[src/rtl/dst_fifo_pkg.sv]
// Shared widths for the destination-port output FIFO.
package dst_fifo_pkg;

  localparam int unsigned DATA_W  = 64;
  localparam int unsigned ENTRY_W = DATA_W + 1;
  localparam int unsigned CNT_W   = 16;

endpackage : dst_fifo_pkg

[src/rtl/dst_fifo_ram.sv]
// Register-array storage: synchronous write port, asynchronous (show-ahead) read port.
module dst_fifo_ram #(
  parameter int unsigned AW = 4,
  parameter int unsigned W  = 65
) (
  input  logic          clk_i,
  input  logic          we_i,
  input  logic [AW-1:0] waddr_i,
  input  logic [W-1:0]  wdata_i,
  input  logic [AW-1:0] raddr_i,
  output logic [W-1:0]  rdata_o
);

  localparam int unsigned DEPTH = 1 << AW;

  logic [W-1:0] mem_q [DEPTH];

  always_ff @(posedge clk_i) begin
    if (we_i) begin
      mem_q[waddr_i] <= wdata_i;
    end
  end

  assign rdata_o = mem_q[raddr_i];

endmodule : dst_fifo_ram

[src/rtl/dst_fifo.sv]
// Output buffer behind the compressor's 64-bit destination port: show-ahead read
// stream, back-pressure flags, accepted-word counter and job-done detection.
module dst_fifo
  import dst_fifo_pkg::*;
#(
  parameter int unsigned AW        = 4,
  parameter int unsigned AF_MARGIN = 4
) (
  input  logic               wb_clk_i,
  input  logic               wb_rst_i,
  input  logic               clear,
  input  logic [DATA_W-1:0]  m_dst,
  input  logic               m_dst_putn,
  input  logic               m_dst_last,
  input  logic               m_endn,
  output logic               m_dst_full,
  output logic               m_dst_almost_full,
  output logic [DATA_W-1:0]  rd_data,
  output logic               rd_last,
  output logic               rd_valid,
  input  logic               rd_ready,
  output logic [CNT_W-1:0]   word_cnt,
  output logic               done_o,
  output logic               ovf_o
);

  localparam logic [AW:0] DEPTH_C = {1'b1, {AW{1'b0}}};
  localparam logic [AW:0] AF_C    = (AW+1)'(AF_MARGIN);

  logic [AW-1:0]      wr_ptr_q, wr_ptr_d;
  logic [AW-1:0]      rd_ptr_q, rd_ptr_d;
  logic [AW:0]        count_q, count_d;
  logic [CNT_W-1:0]   word_cnt_q, word_cnt_d;
  logic               end_seen_q, end_seen_d;
  logic               done_q, done_d;
  logic               ovf_q, ovf_d;

  logic               full, empty;
  logic               wr_en, rd_en;
  logic [AW:0]        free_cnt;
  logic [ENTRY_W-1:0] head_entry;

  // Full/empty come from the occupancy count only; pointers wrap freely.
  assign full     = (count_q == DEPTH_C);
  assign empty    = (count_q == '0);
  assign free_cnt = DEPTH_C - count_q;

  assign wr_en = !m_dst_putn && !full;
  assign rd_en = !empty && rd_ready;

  always_comb begin
    wr_ptr_d   = wr_ptr_q;
    rd_ptr_d   = rd_ptr_q;
    count_d    = count_q;
    word_cnt_d = word_cnt_q;
    end_seen_d = end_seen_q;
    done_d     = done_q;
    ovf_d      = ovf_q;

    if (clear) begin
      wr_ptr_d   = '0;
      rd_ptr_d   = '0;
      count_d    = '0;
      word_cnt_d = '0;
      end_seen_d = 1'b0;
      done_d     = 1'b0;
      ovf_d      = 1'b0;
    end else begin
      if (wr_en) begin
        wr_ptr_d = wr_ptr_q + 1'b1;
        if (word_cnt_q != '1) begin
          word_cnt_d = word_cnt_q + 1'b1;
        end
      end
      if (rd_en) begin
        rd_ptr_d = rd_ptr_q + 1'b1;
      end
      unique case ({wr_en, rd_en})
        2'b10:   count_d = count_q + 1'b1;
        2'b01:   count_d = count_q - 1'b1;
        default: count_d = count_q;
      endcase
      if (!m_dst_putn && full) begin
        ovf_d = 1'b1;
      end
      if (!m_endn) begin
        end_seen_d = 1'b1;
      end
      done_d = end_seen_q && empty && m_dst_putn;
    end
  end

  always_ff @(posedge wb_clk_i or posedge wb_rst_i) begin
    if (wb_rst_i) begin
      wr_ptr_q   <= '0;
      rd_ptr_q   <= '0;
      count_q    <= '0;
      word_cnt_q <= '0;
      end_seen_q <= 1'b0;
      done_q     <= 1'b0;
      ovf_q      <= 1'b0;
    end else begin
      wr_ptr_q   <= wr_ptr_d;
      rd_ptr_q   <= rd_ptr_d;
      count_q    <= count_d;
      word_cnt_q <= word_cnt_d;
      end_seen_q <= end_seen_d;
      done_q     <= done_d;
      ovf_q      <= ovf_d;
    end
  end

  dst_fifo_ram #(
    .AW (AW),
    .W  (ENTRY_W)
  ) u_ram (
    .clk_i   (wb_clk_i),
    .we_i    (wr_en && !clear),
    .waddr_i (wr_ptr_q),
    .wdata_i ({m_dst_last, m_dst}),
    .raddr_i (rd_ptr_q),
    .rdata_o (head_entry)
  );

  assign rd_data           = head_entry[DATA_W-1:0];
  assign rd_last           = head_entry[ENTRY_W-1];
  assign rd_valid          = !empty;
  assign m_dst_full        = full;
  assign m_dst_almost_full = (free_cnt <= AF_C);
  assign word_cnt          = word_cnt_q;
  assign done_o            = done_q;
  assign ovf_o             = ovf_q;

endmodule : dst_fifo

[config.mk]
export PLATFORM = sky130hd
export DESIGN_NAME = dst_fifo
export DESIGN_NICKNAME = d
export VERILOG_FILES = /design/src/rtl/dst_fifo_pkg.sv /design/src/rtl/dst_fifo_ram.sv /design/src/rtl/dst_fifo.sv
export SDC_FILE = /design/constraint.sdc
export NUM_CORES = 1
export LEC_CHECK = 0
export CAP_MARGIN = 0
export CORE_MARGIN = 2
export CORE_UTILIZATION = 36
export DETAILED_ROUTE_END_ITERATION = 8
export DONT_BUFFER_PORTS = 1
export SLEW_MARGIN = 20
export SYNTH_ARGS = -nofsm -noshare
export SYNTH_HDL_FRONTEND = slang
export SYNTH_HIERARCHICAL = 1
export SYNTH_SLANG_ARGS = --single-unit
[constraint.sdc]
create_clock -name wb_clk_i -period 10.95 [get_ports wb_clk_i]
set_input_delay 2.7375 -clock wb_clk_i [delete_from_list [all_inputs] [get_ports wb_clk_i]]
set_output_delay 2.7375 -clock wb_clk_i [all_outputs]
set_load 0.1 [all_outputs]
# [Yosys cells after proc, flatten, opt, wreduce, memory -nomap -nowiden]
# Memory sizes are Yosys's and may differ from the RTL's.
# Index checks and enable logic that the tools add are counted.
[word_totals] elab_cells=53 input_bits=71 output_inout_bits=86 reg_bits=32 ram_bits=1040 n_memories=1
[op_classes] n_lt_le_gt_ge=1 n_mux=16 n_addsub=6 n_reduce_logical=17 n_eq_ne=5
[memory_table] name="u_ram.mem_q" words=16 width=65 read_ports=1 rd_ports_with_merged_regs=0 wr=1 line_no="dst_fifo_ram.sv:16" rtl="logic [W-1:0] mem_q [DEPTH];"
[op_table] cell="16-bit 2-to-1 mux" count=3
[op_table] cell="16-bit by 1-bit adder with 16-bit output, second input constant" count=1
[op_table] cell="4-bit 2-to-1 mux" count=4
[op_table] cell="16-bit inequality test, second input constant" count=1
[op_table] cell="5-bit case mux with 2 select lines" count=1
[op_table] cell="4-bit by 1-bit adder with 4-bit output, second input constant" count=2
[op_table] cell="2-bit nonzero test" count=4
[op_table] cell="1-bit 2-to-1 mux" count=7
[op_table] cell="1-bit logical AND" count=6
[op_table] cell="5-bit by 1-bit adder with 5-bit output, second input constant" count=1
[op_table] cell="5-bit equality test, second input constant" count=1
[op_table] cell="5-bit by 3-bit <= comparator with 1-bit output, second input constant" count=1
[op_table] cell="5-bit zero test" count=1
[op_table] cell="5-bit 2-to-1 mux" count=1
[op_table] cell="5-bit by 1-bit subtractor with 5-bit output, second input constant" count=1
[op_table] cell="5-bit subtractor, first input constant" count=1
[op_table] cell="1-bit zero test" count=4
[op_table] cell="3-bit nonzero test" count=1
[op_table] cell="2-bit by 1-bit equality test with 1-bit output, second input constant" count=1
[op_table] cell="2-bit equality test, second input constant" count=1
[op_table] cell="2-bit inequality test, second input constant" count=1
[op_table] cell="2-bit AND reduction" count=1

# [Longest topological paths before layout]
# Gate-level depths: netlist (run 1).
[depth] depth_word=6 depth_mapped=12 mapped_depth_nobuf=10

# [Cells and area by module]
# The synthesis (run 1) kept the hierarchy.
[modules_own_cells] mod="dst_fifo_ram" cells_each=1608 area_per_inst_um2=38938.6 seq_area_each_um2=31230.0 n_inst=1
[modules_own_cells] mod="dst_fifo" cells_each=192 area_per_inst_um2=1736.7 seq_area_each_um2=800.8 n_inst=1

# [Worst setup path after synthesis (run 1)]
# Ideal clock, no wire load.
[synth_timing] path_kind="input to register" startpoint="input port m_dst_putn" endpoint="memory u_ram.mem_q[0][0] (enable)" setup_time_ns=0.568 slack_ns=2.182 arrival_ns=8.200 path_buffers=1 t_required_ns=10.382 path_stages=5 path_cell_list="or2_2 clkbuf_1 nor2_1 or3b_1 nor3_1"
[synth_via] elab_chain_cells=5
[synth_lines] item="start, declared" line_no="dst_fifo.sv:13" rtl="input logic m_dst_putn,"
[synth_lines] item="1-bit zero test" line_no="dst_fifo.sv:48" rtl="assign wr_en = !m_dst_putn && !full;"
[synth_lines] item="1-bit logical AND" line_no="dst_fifo.sv:48"
[synth_lines] item="1-bit logical AND" line_no="dst_fifo.sv:118" rtl=".we_i (wr_en && !clear),"
[synth_lines] item="1-bit 2-to-1 mux" line_no="dst_fifo_ram.sv:19" rtl="if (we_i) begin"
[synth_lines] item="1-bit 2-to-1 mux (implied by the code)" line_no="dst_fifo_ram.sv:20" rtl="mem_q[waddr_i] <= wdata_i;"
[synth_lines] item="end, declared" line_no="dst_fifo_ram.sv:16"
# Every way passes these cells.

# [Worst setup path after layout (run 1)]
[layout_timing] startpoint="register rd_ptr_q[1]" endpoint="output port rd_data[41]"
[layout_via] elab_chain_cells=1
[layout_lines] item="start, declared" line_no="dst_fifo.sv:31" rtl="logic [AW-1:0] rd_ptr_q, rd_ptr_d;"
[layout_lines] item="start signal, assigned" line_no="dst_fifo.sv:104" rtl="rd_ptr_q <= rd_ptr_d;"
[layout_lines] item="memory 16 x 65 bit"
[layout_lines] item="end, declared" line_no="dst_fifo.sv:18" rtl="output logic [DATA_W-1:0] rd_data,"
# Every way passes these cells.

==> results of run 1 <==
==> report_power, final <==
part | switching, mW | leakage, nW | internal [mW] | total, mW
logic | 1.65 | 2.42 | 0.793 | 2.44
registers | 0.0980 | 9.80 | 4.59 | 4.68
clock network | 1.52 | 1.72 | 2.10 | 3.62
==> layout by cell type, fill, tap and decap left out, types with 15 or more instances in the layout <==
cell,instances
sky130_fd_sc_hd__a21oi_1,15
sky130_fd_sc_hd__a22oi_1,132
sky130_fd_sc_hd__buf_4,45
sky130_fd_sc_hd__clkbuf_1,21
sky130_fd_sc_hd__clkbuf_16,110
sky130_fd_sc_hd__clkinv_1,22
sky130_fd_sc_hd__clkinv_2,20
sky130_fd_sc_hd__dfrtp_1,30
sky130_fd_sc_hd__edfxtp_1,1040
sky130_fd_sc_hd__mux4_2,260
sky130_fd_sc_hd__nand2_1,83
sky130_fd_sc_hd__nor2_1,31
sky130_fd_sc_hd__xnor2_1,16
==> registers in the layout, summed over array words and instances (netlist names) <==
signal	count
wr_ptr_q	4
end_seen_q	1
rd_ptr_q	4
u_ram/mem_q	1040
count_q	5
word_cnt	16
ovf_o	1
done_o	1
==> area by class of cell <==
class / count / share of cell area (%)
clock inverters: 66 / 1.46
multi-input cells: 628 / 17.9
well taps: 1500 / 4.08
repair buffers: 48 / 0.845
clock buffers: 131 / 6.15
flip-flops and latches: 1072 / 69.6
inverters: 6 / 0.0489
==> per-stage QoR <==
step / instances / setup slack (ns) / total power [mW] / area [um2]
3_5_place_dp: 3254 / 4.88 / 7.26 / 42500
4_1_cts: 3451 / 4.10 / 10.9 / 46000
3_3_place_gp: 3254 / 4.96 / 7.22 / 42500
2_1_floorplan: 1800 / 2.18 / 6.96 / 40700
5_1_grt: 3451 / 4.00 / 11.1 / 46100
6_report: 3451 / 4.15 / 10.7 / 46100
==> worst max-delay path, delay by kind of cell (launching register included) <==
kind	cells	cell delay, ns
flops	1	1.03
compound gates	1	0.24
simple gates	1	0.64
buf+inv	1	0.62
mux	1	0.42
==> logic make-up (layout without fill, tap and decap cells) <==
kind of cell / count (synthesis) / after routing / share of synthesized area [%]
adders and majority gates: 7 / 7 / 0.215
and+or+nand+nor: 179 / 179 / 1.95
xor gates and xnor gates: 22 / 22 / 0.474
AOI/OAI and AO/OA: 159 / 159 / 2.82
buffers and inverters: 100 / 251 / 1.37
DFF: 1072 / 1072 / 78.7
muxes: 261 / 261 / 14.4
==> worst max-delay path by stage <==
stage                                   end  slack, ns  cells after the start
final                           rd_data[41]       4.15                      4
after global routing            rd_data[41]       4.00                      4
after CTS                       rd_data[30]       4.10                      4
after detailed placement        rd_data[30]       4.88                      4
after global placement          rd_data[10]       4.96                      4
after floorplan           u_ram/mem_q[0][0]       2.18                      5
==> per-layer routing <==
| layer | global-route usage, % | share of wire [%] | vias to the layer above |
|---|---|---|---|
| li1 | - | - | 7770 |
| met1 | 21.7 | 41 | 10200 |
| met2 | 27.2 | 50 | 586 |
| met3 | 4.21 | 7.0 | 148 |
| met4 | 4.01 | 1.9 | 0 |
| met5 | 0 | 0 | - |
==> impl_summary.md, run 1 <==
Status
The run finished with clean final reports.

Synth
The netlist area before placement is 40,700 um2. After synthesis, the most frequently instantiated cells are 1,040 x sky130_fd_sc_hd__edfxtp_1, 260 x sky130_fd_sc_hd__mux4_2, 132 x sky130_fd_sc_hd__a22oi_1, 83 x sky130_fd_sc_hd__nand2_1, 44 x sky130_fd_sc_hd__nor2_1. In the post-synthesis netlist, the biggest area contributors are sky130_fd_sc_hd__edfxtp_1 77%, sky130_fd_sc_hd__mux4_2 14%, sky130_fd_sc_hd__a22oi_1 2.4%, sky130_fd_sc_hd__dfrtp_1 2.0%, sky130_fd_sc_hd__nand2_1 0.77%. During synthesis, Yosys emitted a total of 6 warnings. The synthesized design contains 1,072 register bits. After synthesis, the netlist uses 40 different library cells. The post-synthesis async set-or-reset flop share is 2.99%. The most used standard cell by instance count after synthesis is sky130_fd_sc_hd__edfxtp_1. The cell count after synthesis came out at 1,800. The net count after synthesis is 1,878.

The area share of the leading cell type in the synthesized netlist is 76.8%. The count of flip-flops with a built-in enable after synthesis is 1,040. Summed over all instances, the cell type with the most area after synthesis is sky130_fd_sc_hd__edfxtp_1.

The mean area per synthesized cell is 22.6 um2. Of the synthesized area, sequential elements account for 78.7%. The most used flip-flop cell after synthesis is sky130_fd_sc_hd__edfxtp_1.

Global route
The via count of the first global-routing pass is 19,900. The pin count of the biggest net entering global routing is 151. The initial antenna violation count came to 0.

The total global-route track usage is 16.4%. For this run the aggregate overflow at the end of global routing stands at 0. The first global-routing pass estimated 138,000 um of wire.

Routing
The first detailed-routing pass ran for 5 iterations. The violation count after the first detailed-route iteration is 1,604. Dividing the detail-routed via count by the number of cells gives 5.42. For this block, the via count after detailed routing is 18,700. For this run, design rule violations remaining after detail routing come to 0. The detailed-route wire length per cell is 27.5 um. The aggregate routed wire length is 94,900 um.

The post-route antenna net violation count is 0.

Floorplan
In this run the core area contains 123 standard-cell rows. The floorplan step defined a die boundary enclosing 116,000 um2. The chip height is 340 um. The die width is 340 um.

The initial core utilization is 36.2%. After floorplanning, the core was sized to cover 112,000 um2. Pin placement for this block handled 157 I/O pins.

Place
During placement, the flow inserted port buffers numbering 0. The final estimated routing congestion in global placement is 0.736. The HPWL after detailed placement is 47,200 um.

CTS
The TritonCTS clock tree is yes. The number of gates resized after CTS was 0. The clock insertion delay at the later pin of the skew report is 0.70 ns. Hold repair after CTS inserted 0 buffers. After clock tree synthesis, the clock-pin slew on the worst setup and hold paths is 0.06 ns. The maximum level of the CTS H-tree is 3.

The clock tree root buffer cell is sky130_fd_sc_hd__clkbuf_16. The buffer levels on the longest clock path is 3. Buffers inserted during clock tree synthesis total 109. In this run the post-CTS setup repair buffer count came out at 0. CTS saw 1,072 sinks.

Setup path
The master of the slowest instance on the critical path is sky130_fd_sc_hd__dfrtp_4. STA classifies the critical path endpoint as a primary output. The largest single stage delay on the critical path is 1.03 ns.

The required time at the endpoint of the critical path is 8.21 ns. In this run the worst path has a maximum fanout of 150. The nature of the critical path startpoint is a flop. The data arrival time at the worst-slack endpoint is 4.07 ns.

The critical path starts at rd_ptr_q[1]. The worst setup path category is reg -> out. The slack of the worst reg-to-reg path is 6.76 ns. The worst register-to-register path begins at count_q[1]. The signal on the critical path passes through buf_12, mux4_2, a22oi_1, nand2_1.

For the worst flop-to-flop path, the logic depth is 9. In this run the critical register-to-register path is captured at u_ram/mem_q[0][57].

Timing
For the final routed database, the setup TNS stands at 0 ns. The final critical path takes up 62.1% of the cycle. Setup repair after global routing left no endpoint under its margin.

For the pin with the worst max-slew slack, the measured transition is 1.16 ns. The clock period minus worst slack is 6.80 ns. The final-report max-slew violation count is 0. The total count of hold-check failures in the final report came to 0. The fmax is 0.147 GHz. Setup violations remaining at the end of the flow were counted as 0. The final hold slack is 0.525 ns. The final worst clock skew is 0.0410 ns. The worst pin sits at a relative slew slack of 22.4%.

Final layout
0 antenna diodes ended up in the layout. The utilization after layout is 41.0%. The final net count is 1,943.

Of the cells placed in the final design, the portion with a size suffix greater than 1 is 24.9%. The total area of multi-input combinational cells is 8220 um2. From synthesis to final layout, the design area changed by 13.2%. Across the whole layout, storage elements account for 32,000 um2.

The layout has 9,764 filler cells.

Flow run
The number of violations of the max-capacitance limit is 0.

Power
For this design the ratio of total power to cell area is 233 nW/um2. The largest vdd supply drop is 0.000210 V. For this design the static power due to leakage is 13.9 nW.

Worst hold path
The tightest min-delay check is of the reg -> reg type. The worst hold path begins at end_seen_q. The instance count along the most critical hold path is 2. For hold timing, the worst endpoint is done_o.
Note: power is estimated with default switching activity, not from simulation.
==> inputs of run 2 (changes only) <==
==> constraint.sdc (replaced) <==
create_clock -name wb_clk_i -period 6.8 [get_ports wb_clk_i]
set_input_delay 1.7 -clock wb_clk_i [delete_from_list [all_inputs] [get_ports wb_clk_i]]
set_output_delay 1.7 -clock wb_clk_i [all_outputs]
set_load 0.1 [all_outputs]
==> run 2 against run 1 <==
  * Core utilization rose by 0.19 points
  * Sequential power rose by 61%
  * Non-clock buffer count rose by 4
  * Highest routed layer unchanged
==> impl_summary.md, run 2 (synthesized netlist as in run 1, its figures left out) <==
Timing
The total negative slack is 0 ns (unchanged). The relative max-transition margin is 24.6% (was 22.4%). The total count of hold-check failures in the final report came to 0 (unchanged). The slew at the pin closest to its max-slew limit is 1.13 ns (was 1.16 ns).

Setup repair after global routing missed its margin: false (unchanged). The final worst clock skew is 0.0219 ns (was 0.0410 ns). The final hold slack came to 0.503 ns (was 0.525 ns).

The final-report setup violation count came to 0 (unchanged). Dividing the final minimum period by the clock period gives 77.3%. The final-report max-slew violation count is 0 (unchanged). For this run, the top clock speed supported by timing is 0.190 GHz. The clock period minus worst slack is 5.26 ns.

Final layout
The flip-flop count of the largest register, all copies and words added is 1,040 (unchanged). Most frequent cells in the layout: 1,040 x sky130_fd_sc_hd__edfxtp_1, 260 x sky130_fd_sc_hd__mux4_2, 132 x sky130_fd_sc_hd__a22oi_1 (unchanged). The number of diodes added for antenna fixing came to 0 (unchanged).

The area of all placed cells without fillers came to 46,300 um2 (was 46,100 um2). The layout overhead on the synthesized area came to 13.8% (was 13.2%). The largest register by flop count is u_ram/mem_q (unchanged). The final net count is 1,945 (was 1,943). The fraction of layout cells with a size suffix above 1 is 24.9% (about the same). The commonest non-fill, non-tap cell in the layout is sky130_fd_sc_hd__edfxtp_1 (unchanged).

Place
The final estimated routing congestion in global placement is 0.755 (was 0.736). The cell area reported after detailed placement came to 42,800 um2 (was 42,500 um2). The total half-perimeter wirelength after legalization and detailed placement is 48,200 um (was 47,200 um). The total of buffers placed on input and output ports is 0 (unchanged).

Setup path
The destination of the critical timing path is rd_data[55] (was rd_data[41]). The required time at the endpoint of the critical path is 5.10 ns (was 8.21 ns). The critical register-to-register path startpoint is count_q[2] (was count_q[1]).

The worst setup path category was reg -> out (unchanged). The top fanout value on the critical path came to 30 (was 150). The count of cells along the worst register-to-register path came to 8 (was 9).

The sort of element at the end of the critical path is a primary output (unchanged). The slack of the worst reg-to-reg path is 2.89 ns (was 6.76 ns). The nature of the critical path startpoint is a flop (unchanged).

The startpoint of the worst setup timing path was rd_ptr_q[0] (was rd_ptr_q[1]). The data arrival time at the worst-slack endpoint is 3.56 ns (was 4.07 ns). The endpoint of the most critical register-to-register path is u_ram/mem_q[0][41] (was u_ram/mem_q[0][57]).

Floorplan
The die width is 340 um (unchanged). The number of standard-cell rows in the floorplan is 123 (unchanged). The area inside the core boundary was 112,000 um2 (unchanged).

The number of primary I/O pins was 157 (unchanged). The initial core utilization is 36.2% (unchanged). The chip height was 340 um (unchanged). The die area was 116,000 um2 (unchanged).

Global route
The via count of the first global-routing pass is 19,800 (was 19,900). The pin count of the biggest net entering global routing is 84 (was 151). The wire length of the first global-routing pass is 136,000 um (was 138,000 um). The total overflow reported by the global router is 0 (unchanged). The initial antenna violation count is 0 (unchanged).

The total global-route track usage is 16.2% (was 16.4%).

Routing
The violation count after the first detailed-route iteration was 1,647 (was 1,604). The total vias in the final route is 18,700 (about the same). The detailed-route wire length per cell is 27.1 um (was 27.5 um). The aggregate routed wire length is 93,700 um (was 94,900 um). The post-route antenna net violation count was 0 (unchanged). The first-pass iteration count of the detailed router is 5 (unchanged).

The vias per cell is 5.40 (was 5.42). The detailed-route DRC error count is 0 (unchanged).

CTS
The clock insertion delay at the later pin of the skew report is 0.69 ns (was 0.70 ns). The count of hold buffers inserted by post-cts repair was 0 (unchanged). The number of clock sinks seen by CTS is 1,072 (unchanged). The maximum level of the CTS H-tree came to 3 (unchanged).

The TritonCTS clock tree is yes (unchanged). The post-CTS setup repair buffer count is 0 (unchanged). The register clock-pin slew on the reported worst setup and hold paths came to 0.06 ns (about the same). The buffer levels on the longest clock path came to 3 (unchanged). The TritonCTS buffer count is 107 (was 109). The clock tree root buffer cell is sky130_fd_sc_hd__clkbuf_16 (unchanged). The number of gates resized after CTS is 0 (unchanged).

Power
The largest vdd supply drop is 0.000392 V (was 0.000210 V). The overall power after layout is 17.4 mW (was 10.7 mW). The power density of the placed cells is 375 nW/um2 (was 233 nW/um2). The static leakage power is 14.0 nW (was 13.9 nW).

Flow run
The number of violations of the max-capacitance limit is 0 (unchanged).

Worst hold path
The kind of path behind the tightest hold check is reg -> reg (unchanged).

Status
Result of the run: finished, final reports clean (unchanged).
[run 2: worst min-delay path by stage]
stage | slack (ns) | to | cells after the start | start
floorplan | 0.48 | done_o | 2 | end_seen_q
global placement | 0.49 | done_o | 2 | end_seen_q
detailed placement | 0.50 | done_o | 2 | end_seen_q
CTS | 0.51 | done_o | 2 | end_seen_q
global route | 0.54 | done_o | 2 | end_seen_q
finish | 0.50 | done_o | 2 | end_seen_q
[run 2: metal layers]
layer	vias to the layer above	global-route usage (%)	part of all wire [%]
met5	-	0	0
met4	0	3.95	2.0
met3	128	4.49	7.5
met2	559	26.6	49
met1	10200	21.4	41
li1	7787	-	-
[run 2: critical path, cell delays in order (launching register included)]
cell	delay (ns)
sky130_fd_sc_hd__dfrtp_4	0.68
sky130_fd_sc_hd__buf_16	0.30
sky130_fd_sc_hd__buf_4	0.40
sky130_fd_sc_hd__mux4_2	0.55
sky130_fd_sc_hd__a22oi_1	0.25
sky130_fd_sc_hd__nand2_1	0.63
[run 2: layout make-up]
class                      count  area (um2)
fill                        9686       66100
sequential                  1072       32000
multi-input combinational    628        8250
clock buffer                 136        2870
tap                         1500        1880
timing repair buffer          52         623
clock inverter                63         592
inverter                       6        22.5
[run 2: power breakdown]
group	switching (mW)	internal, mW	total (mW)
combinational	2.68	1.36	4.04
sequential	0.145	7.38	7.53
clock	2.44	3.36	5.80
total	5.26	12.1	17.4
[run 2: metrics by stage]
step                      util (%)  setup slack [ns]  instances
final                         41.2              1.54       3457
after detailed placement      38.1              1.91       3257
after CTS                     41.2              1.18       3456
after floorplan                  -             0.830       1800
after global placement        38.1              1.95       3257
after global routing          41.2              1.29       3457
==> inputs of run 3 (changes only) <==
==> constraint.sdc (replaced) <==
create_clock -name wb_clk_i -period 4.9 [get_ports wb_clk_i]
set_input_delay 1.225 -clock wb_clk_i [delete_from_list [all_inputs] [get_ports wb_clk_i]]
set_output_delay 1.225 -clock wb_clk_i [all_outputs]
set_load 0.1 [all_outputs]
==> run 3 against run 2 <==
  * Clock skew is 0.018 ns higher
  * Die area stayed put
  * Combinational power is 48% higher
  * Flip-flop and latch count stayed put
  * Sequential power is 38% higher
  * Critical endpoint is now rd_data[54]
  * Clock power is 39% higher
  * Largest power group unchanged
==> impl_summary.md, run 3 (synthesized netlist as in run 1, its figures left out) <==
Status
Result of the run: finished, final reports clean (unchanged).

Routing
The detailed-route wire length per cell is 27.3 um (was 27.1 um). The vias per cell is 5.47 (was 5.40). The aggregate routed wire length is 96,300 um (was 93,700 um).

The first-pass iteration count of the detailed router is 5 (unchanged). The detailed-route DRC error count is 0 (unchanged). The total vias in the final route was 19,300 (was 18,700). The violation count after the first detailed-route iteration is 1,694 (was 1,647).

The post-route antenna net violation count came to 0 (unchanged).

Final layout
The final cell count without fillers is 3,532 (was 3,457). The layout overhead on the synthesized area is 15.3% (was 13.8%). The fraction of layout cells with a size suffix above 1 is 27.3% (was 24.9%). The largest register by flop count was u_ram/mem_q (unchanged).

The final net count is 2,021 (was 1,945). The commonest non-fill, non-tap cell in the layout is sky130_fd_sc_hd__edfxtp_1 (unchanged). The utilization after layout is 41.7% (was 41.2%).

The number of diodes added for antenna fixing is 0 (unchanged). The flip-flop count of the largest register, all copies and words added is 1,040 (unchanged). The count of filler cells inserted in the layout is 9,695 (was 9,686). Most frequent cells in the layout: 1,040 x sky130_fd_sc_hd__edfxtp_1, 260 x sky130_fd_sc_hd__mux4_2, 132 x sky130_fd_sc_hd__a22oi_1 (unchanged).

Global route
The via count of the first global-routing pass is 20,200 (was 19,800). The total global-route track usage is 16.6% (was 16.2%). The pin count of the biggest net entering global routing is 66 (was 84). The total overflow reported by the global router is 0 (unchanged). The wire length of the first global-routing pass is 140,000 um (was 136,000 um).

The initial antenna violation count was 2 (was 0).

CTS
The number of gates resized after CTS is 0 (unchanged). The clock insertion delay at the later pin of the skew report was 0.70 ns (was 0.69 ns). The register clock-pin slew on the reported worst setup and hold paths is 0.06 ns (about the same). The post-CTS setup repair buffer count is 0 (unchanged). The count of hold buffers inserted by post-cts repair is 0 (unchanged).

The TritonCTS buffer count was 108 (was 107). The buffer levels on the longest clock path is 3 (unchanged). The number of clock sinks seen by CTS is 1,072 (unchanged). The TritonCTS clock tree was yes (unchanged). The maximum level of the CTS H-tree is 3 (unchanged). The clock tree root buffer cell is sky130_fd_sc_hd__clkbuf_16 (unchanged).

Timing
The final period utilization is 90.3%. The slew at the pin closest to its max-slew limit is 1.08 ns (was 1.13 ns). The total count of hold-check failures in the final report is 0 (unchanged). The final-report max-slew violation count was 0 (unchanged). The final worst clock skew is 0.0395 ns (was 0.0219 ns). The relative max-transition margin is 27.4% (was 24.6%).

Timing would allow up to 0.226 GHz. The worst path in the final design needs a cycle of 4.43 ns, including I/O delays and setup. The worst path setup slack after routing is 0.473 ns (was 1.54 ns). The final-report setup violation count is 0 (unchanged). The total negative slack is 0 ns (unchanged).

Setup repair after global routing missed its margin: false (unchanged).

Setup path
The required time at the endpoint of the critical path was 3.67 ns (was 5.10 ns). The worst setup path category is reg -> out (unchanged). The nature of the critical path startpoint is a flop (unchanged). The top fanout value on the critical path is 54 (was 30). The destination of the critical timing path was rd_data[54] (was rd_data[55]). The critical register-to-register path startpoint is count_q[2] (unchanged). The count of cells along the worst register-to-register path was 11 (was 8).

The endpoint of the most critical register-to-register path is count_q[4] (was u_ram/mem_q[0][41]). The sort of element at the end of the critical path was a primary output (unchanged). The startpoint of the worst setup timing path was rd_ptr_q[1] (was rd_ptr_q[0]).

The data arrival time at the worst-slack endpoint came to 3.20 ns (was 3.56 ns). The slack of the worst reg-to-reg path was 1.46 ns (was 2.89 ns).

Power
The overall power after layout is 24.4 mW (was 17.4 mW). The static leakage power is 14.3 nW (was 14.0 nW). The power density of the placed cells is 521 nW/um2 (was 375 nW/um2). The largest vdd supply drop was 0.000328 V (was 0.000392 V).

Floorplan
The chip height is 340 um (unchanged). The number of standard-cell rows in the floorplan is 123 (unchanged). The number of primary I/O pins is 157 (unchanged). The initial core utilization is 36.2% (unchanged). The die width is 340 um (unchanged). The die area was 116,000 um2 (unchanged). The area inside the core boundary is 112,000 um2 (unchanged).

Place
The setup slack at placement is 1.16 ns (was 1.91 ns). The count of placed standard cells including taps is 3,333 (was 3,257). The total half-perimeter wirelength after legalization and detailed placement came to 50,800 um (was 48,200 um). The total of buffers placed on input and output ports is 0 (unchanged).

The final estimated routing congestion in global placement is 0.742 (was 0.755).

Worst hold path
The kind of path behind the tightest hold check is in -> async (was reg -> reg).

Flow run
The number of violations of the max-capacitance limit came to 0 (unchanged).
-- run 3: cell types whose count changed in the layout (fill, tap and decap cells not counted), moves of 2 or more --
cell / change
sky130_fd_sc_hd__clkinv_4: -2
sky130_fd_sc_hd__clkinv_16: +4
sky130_fd_sc_hd__clkinvlp_4: +2
sky130_fd_sc_hd__clkinv_1: +10
sky130_fd_sc_hd__clkbuf_8: -2
sky130_fd_sc_hd__clkinv_8: -2
sky130_fd_sc_hd__buf_4: +72
sky130_fd_sc_hd__clkbuf_1: -3
sky130_fd_sc_hd__buf_12: +4
sky130_fd_sc_hd__clkinv_2: -5
-- run 3: cell type report --
class                           instances  area (um2)  share of cell area (%)
Inverter                                6        22.5                  0.0480
Multi-Input combinational cell        628        8250                    17.6
Clock inverter                         68         651                    1.39
Timing Repair Buffer                  127        1220                    2.59
Tap cell                             1500        1880                    4.00
Clock buffer                          131        2830                    6.04
Sequential cell                      1072       32000                    68.3
-- run 3: per-layer routing --
layer / part of all wire (%) / wire, um / track usage (%)
met1: 40 / 39000 / 21.7
met2: 50 / 48100 / 28.0
met3: 7.2 / 6960 / 3.71
met4: 2.3 / 2260 / 4.71
met5: 0 / 0 / 0
-- run 3: worst min path at each step --
| stage | endpoint | depth (start not counted) | slack, ns |
|---|---|---|---|
| after CTS | end_seen_q | 1 | 0.25 |
| after detailed placement | done_o | 2 | 0.50 |
| after global placement | done_o | 2 | 0.49 |
| after global routing | end_seen_q | 1 | 0.27 |
| final | done_o | 1 | 0.30 |
| after floorplan | done_o | 2 | 0.48 |
-- run 3: power breakdown --
| part | leakage (nW) | internal [mW] | switching (mW) |
|---|---|---|---|
| Clock | 1.67 | 4.59 | 3.45 |
| Combinational | 2.85 | 2.11 | 3.88 |
| Sequential | 9.80 | 10.2 | 0.160 |
-- run 3: worst max-delay path, cell delays in order, from the launching register on --
cell	delay [ns]
sky130_fd_sc_hd__dfrtp_4	0.75
sky130_fd_sc_hd__buf_12	0.39
sky130_fd_sc_hd__buf_12	0.27
sky130_fd_sc_hd__mux4_2	0.33
sky130_fd_sc_hd__a22oi_1	0.24
sky130_fd_sc_hd__nand2_1	0.17
sky130_fd_sc_hd__buf_4	0.27
-- run 3: stage by stage --
stage / hold slack [ns] / instance area, um2
floorplan: 0.481 / 40700
global placement: 0.492 / 43400
detailed placement: 0.501 / 43400
CTS: 0.251 / 46900
global route: 0.267 / 46900
finish: 0.301 / 46900
==> patch 1 (config.mk and constraints of run 1) <==
Change the package constant `CNT_W` from 16 to 20.
--- a/src/rtl/dst_fifo_pkg.sv
+++ b/src/rtl/dst_fifo_pkg.sv
@@ -3,7 +3,7 @@
 
   localparam int unsigned DATA_W  = 64;
   localparam int unsigned ENTRY_W = DATA_W + 1;
-  localparam int unsigned CNT_W   = 16;
+  localparam int unsigned CNT_W   = 20;
 
 endpackage : dst_fifo_pkg
 
Ports: changed (resized word_cnt); port bits go from 157 to 161. No check against the original RTL was run, so the function may have changed too.
==> patch 1 against run 1 <==
Combinational power is 3% lower. Sequential cell count increased by 4. Sequential share of layout area down 0.34 points. Worst setup slack got worse by 200 ps. Total power grew 0.76%. Utilization up 0.21 points. Final area grew 0.80%. Hold slack got worse by 18 ps. Synthesized cell count is 1.5% higher. Count of clock-buffer cells in the layout rose by 19. Area after synthesis grew 0.62%. Wire length rose by 3.7%.
==> patch 1: results (changes against run 1) <==
[cts]
cts_buffers=111  ; +1.8%

[synthesis]
synth-async-reset-ratio=0.0335  ; +0.00361
synthTopCellsByCount=edfxtp_1, mux4_2, a22oi_1, nand2_1, clkbuf_1
synthMuxAreaShare=0.144  ; -0.000646
synth_top_cells_by_area=edfxtp_1, mux4_2, a22oi_1, dfrtp_1, nand2_1
synth_fa_ha_area_frac=0.00214  ; -0.0000133
synth-compound-area-share=0.0309  ; +0.00270
synth_xor_area_frac=0.00321  ; -0.00153
syn_area_per_cell_um2=22.4  ; -0.87%

[final_layout]
nets=1966  ; +1.2%
drive_above_1_share=0.242  ; -0.00668
nFillCells=9753  ; -0.11%
finalNonFillerCells=3480  ; +0.84%

[critical_path]
crit_fanout=46  ; -69%
reg2reg_slack_ps=6230  ; -530 ps
regToRegEndpoint=u_ram/mem_q[0][58]

[placed_design]
io_buffers=0  ; unchanged
dp.cells=3275  ; +0.65%
dp.final_hpwl_mm=48.3  ; +2.3%
gp_congestion=0.695  ; -5.5%

[global_route]
grt_first_pass_wirelength_mm=142  ; +3.0%
grt_use_total=0.169  ; +0.00505
grt_pass1_vias=20100  ; +1.2%

[power_and_ir_drop]
p_leak_nw=14.1  ; +0.79%
vdd_drop_max_v=0.000156  ; -26%

[routing]
viasPerCell=5.41  ; -0.18%
drtIter0Drc=1317  ; -18%

[timing]
finalClockSkew_ps=30.7  ; -10.3 ps
tightest_slew_ps=1100  ; -60.9 ps

[run_status]
status=completed

-- patch 1: worst max path at each step --
| stage | cells past startpoint | slack, ps | end | startpoint |
|---|---|---|---|---|
| finish | 4 | 3940 | rd_last | rd_ptr_q[0] |
| global route | 4 | 3610 | rd_last | rd_ptr_q[0] |
| CTS | 4 | 3760 | rd_last | rd_ptr_q[0] |
| detailed placement | 4 | 4550 | rd_data[10] | rd_ptr_q[0] |
| global placement | 4 | 4590 | rd_data[10] | rd_ptr_q[0] |
| floorplan | 5 | 2250 | u_ram/mem_q[0][0] | m_dst_putn |
-- patch 1: layer usage --
layer  part of all wire  routed length, um  global-route usage
met5                  0                  0                   0
met4              0.019               1880              0.0435
met3              0.071               6970              0.0428
met2               0.50              48700               0.286
met1               0.41              40800               0.218
-- patch 1: metrics by stage --
step / hold WS [ps] / setup slack (ps) / util
after detailed placement: 497 / 4550 / 0.380
after global placement: 490 / 4590 / 0.380
after CTS: 507 / 3760 / 0.412
after floorplan: 481 / 2250 / -
after global routing: 543 / 3610 / 0.412
final: 507 / 3940 / 0.412
-- patch 1: layout make-up --
class | instances | area (um2) | area share
clock inverters | 55 | 629 | 0.0136
repair buffers | 46 | 383 | 0.00825
inverters | 8 | 30.0 | 0.000647
well taps | 1500 | 1880 | 0.0404
flip-flops and latches | 1076 | 32100 | 0.692
multi-input cells | 645 | 8350 | 0.180
clock buffers | 150 | 3010 | 0.0648
-- patch 1: report_power, final --
part	internal, mW	total (mW)	switching [mW]
sequential	4.60	4.72	0.119
combinational	0.763	2.36	1.59
clock	2.21	3.75	1.54
total	7.57	10.8	3.26
-- patch 1: critical path: stages, from the launching register on --
cell     delay (ps)
dfrtp_4        1090
buf_4           830
mux4_2          600
a22oi_1         290
nand2_1         630
==> patch 2 (flow settings as in run 1) <==
Without the edit above. Make the reset (`wb_rst_i`) synchronous in one clocked block. Comments in the files are not updated.
--- a/src/rtl/dst_fifo.sv
+++ b/src/rtl/dst_fifo.sv
@@ -90,7 +90,7 @@
     end
   end
 
-  always_ff @(posedge wb_clk_i or posedge wb_rst_i) begin
+  always_ff @(posedge wb_clk_i) begin
     if (wb_rst_i) begin
       wr_ptr_q   <= '0;
       rd_ptr_q   <= '0;
Formal check against the unedited RTL: not equivalent (a bounded check fails within 4 cycles, from zero or initial values and one cycle with wb_rst_i high; the reset may be asserted at any time).
==> patch 2 against run 1 <==
Non-clock buffer count down 8. Critical path depth grew 1. Area after synthesis shrank 0.22%. Sequential cell count unchanged. Final area is 0.43% lower. Worst setup slack worse by 200 ps. Via count shrank 1.0%. Maximum frequency fell by 2.8%. Register-to-register slack got worse by 660 ps. Wire length is 3.2% lower.
Power is not compared: it rests on default switching activity, and its combinational part moved more than twofold at a synthesized area within 25%.
==> patch 2: results (changes against run 1) <==
[run_status]
status=completed

[global_route]
grt_pass1_vias=19700  ; -0.80%
grt_use_total=0.159  ; -0.00504
grt_antenna_before_repair=1  ; +1
grt_max_degree=147  ; -2.6%
grt_first_pass_wirelength_mm=134  ; -2.5%

[synthesis]
synth_top_cells_by_area=edfxtp_1, mux4_2, a22oi_1, dfxtp_1, nand2_1
yosysSeqAreaShare=0.785  ; -0.00222
synth_edf_count=1040  ; unchanged
yosys_most_used_dff=edfxtp_1
synth-async-reset-ratio=0  ; -0.0299
synthTopCellsByCount=edfxtp_1, mux4_2, a22oi_1, nand2_1, clkbuf_1
synth.distinct_cells=48  ; +20%

[routing]
dr.pass1.iters=5  ; unchanged
drt_wl_total_mm=91.8  ; -3.2%
drtIter0Drc=1669  ; +4.1%

[hold_path]
worst_hold_path.endpoint=done_o
min_from=end_seen_q

[critical_path]
reg2reg_slack_ps=6100  ; -660 ps
r2r-start=count_q[1]
regToRegEndpoint=u_ram/mem_q[9][41]
worstRegToRegCells=8  ; -1
worstPathArrival_ps=4260  ; +190 ps
cp-startpoint=rd_ptr_q[0]
crit_fanout=50  ; -67%

[final_layout]
nFillCells=9662  ; -1.0%
nets=1938  ; -0.26%
drive_above_1_share=0.248  ; -0.00142

[cts]
cts_buffer_depth=3  ; unchanged
clock_latency_ps=670  ; -30 ps
cts_buffers=107  ; -1.8%

[placed_design]
dp.final_hpwl_mm=47.2  ; about the same
dpl-instance-area_um2=42400  ; -0.36%
gp_congestion=0.717  ; -2.5%

[timing]
max_slew_margin=0.212  ; -0.0124
finalClockSkew_ps=18.3  ; -22.6 ps

==> patch 2: changes by cell type in the layout (fill, tap and decap cells not counted), sizes merged, moves of 4 or more <==
cell,delta
a21oi,+7
or3,+6
nor2,-15
dfxtp,+32
o31ai,+5
o21ai,+6
or4,+5
clkinvlp,+4
dfrtp,-32
buf,-8
xnor2,-13
==> patch 2: final cells by class <==
cell class	instances	area, um2	area share
diodes	1	2.50	0.0000546
well taps	1500	1880	0.0409
repair buffers	40	349	0.00761
flip-flops and latches	1072	31900	0.695
inverters	9	33.8	0.000737
multi-input cells	629	8300	0.181
clock inverters	63	559	0.0122
clock buffers	133	2860	0.0624
==> patch 2: worst max path at each step <==
stage,cells after the start,slack (ps),end
2_1_floorplan,5,2160,u_ram/mem_q[0][0]
3_3_place_gp,5,4600,rd_data[18]
3_5_place_dp,5,4590,rd_data[18]
4_1_cts,5,3840,rd_data[18]
5_1_grt,5,3610,rd_data[18]
6_report,5,3950,rd_data[18]
==> patch 2: per-layer routing <==
metal | wire (um) | vias up | share of wire | GRT usage
met4 | 2100 | 0 | 0.023 | 0.0415
met5 | 0 | - | 0 | 0
li1 | - | 7798 | - | -
met2 | 46400 | 563 | 0.51 | 0.270
met1 | 36600 | 10000 | 0.40 | 0.200
met3 | 6760 | 142 | 0.074 | 0.0451
==> patch 2: logic make-up after synthesis <==
kind of cell / count (synthesis) / share of synthesized area
buf+inv: 103 / 0.0139
compound gates: 176 / 0.0307
mux: 264 / 0.145
xor+xnor: 9 / 0.00194
flops: 1072 / 0.785
simple gates: 172 / 0.0204
fa+ha+maj: 8 / 0.00247
==> patch 2: critical path: stages, from the launching register on <==
cell and delay, ps:
dfxtp_4 380, buf_4 760, buf_4 800, mux4_2 590, a22oi_1 330, nand2_1 650
==> patch 2: per-stage QoR <==
step / power (mW) / utilization / cells / setup WS, ps / hold WS, ps
floorplan: 4.87 / - / 1804 / 2160 / 421
global placement: 4.91 / 0.378 / 3249 / 4600 / 429
detailed placement: 4.91 / 0.378 / 3249 / 4590 / 441
CTS: 8.47 / 0.408 / 3445 / 3840 / 452
global route: 8.63 / 0.409 / 3446 / 3610 / 488
finish: 8.38 / 0.409 / 3447 / 3950 / 447
==> patch 2: power by group <==
part           internal (mW)  total [mW]  switching (mW)  leakage, nW
Combinational         0.0733       0.292           0.219         2.30
Clock                   2.08        3.56            1.49         1.67
Sequential              4.52        4.53         0.00788         9.63
Total                   6.67        8.38            1.71         13.6
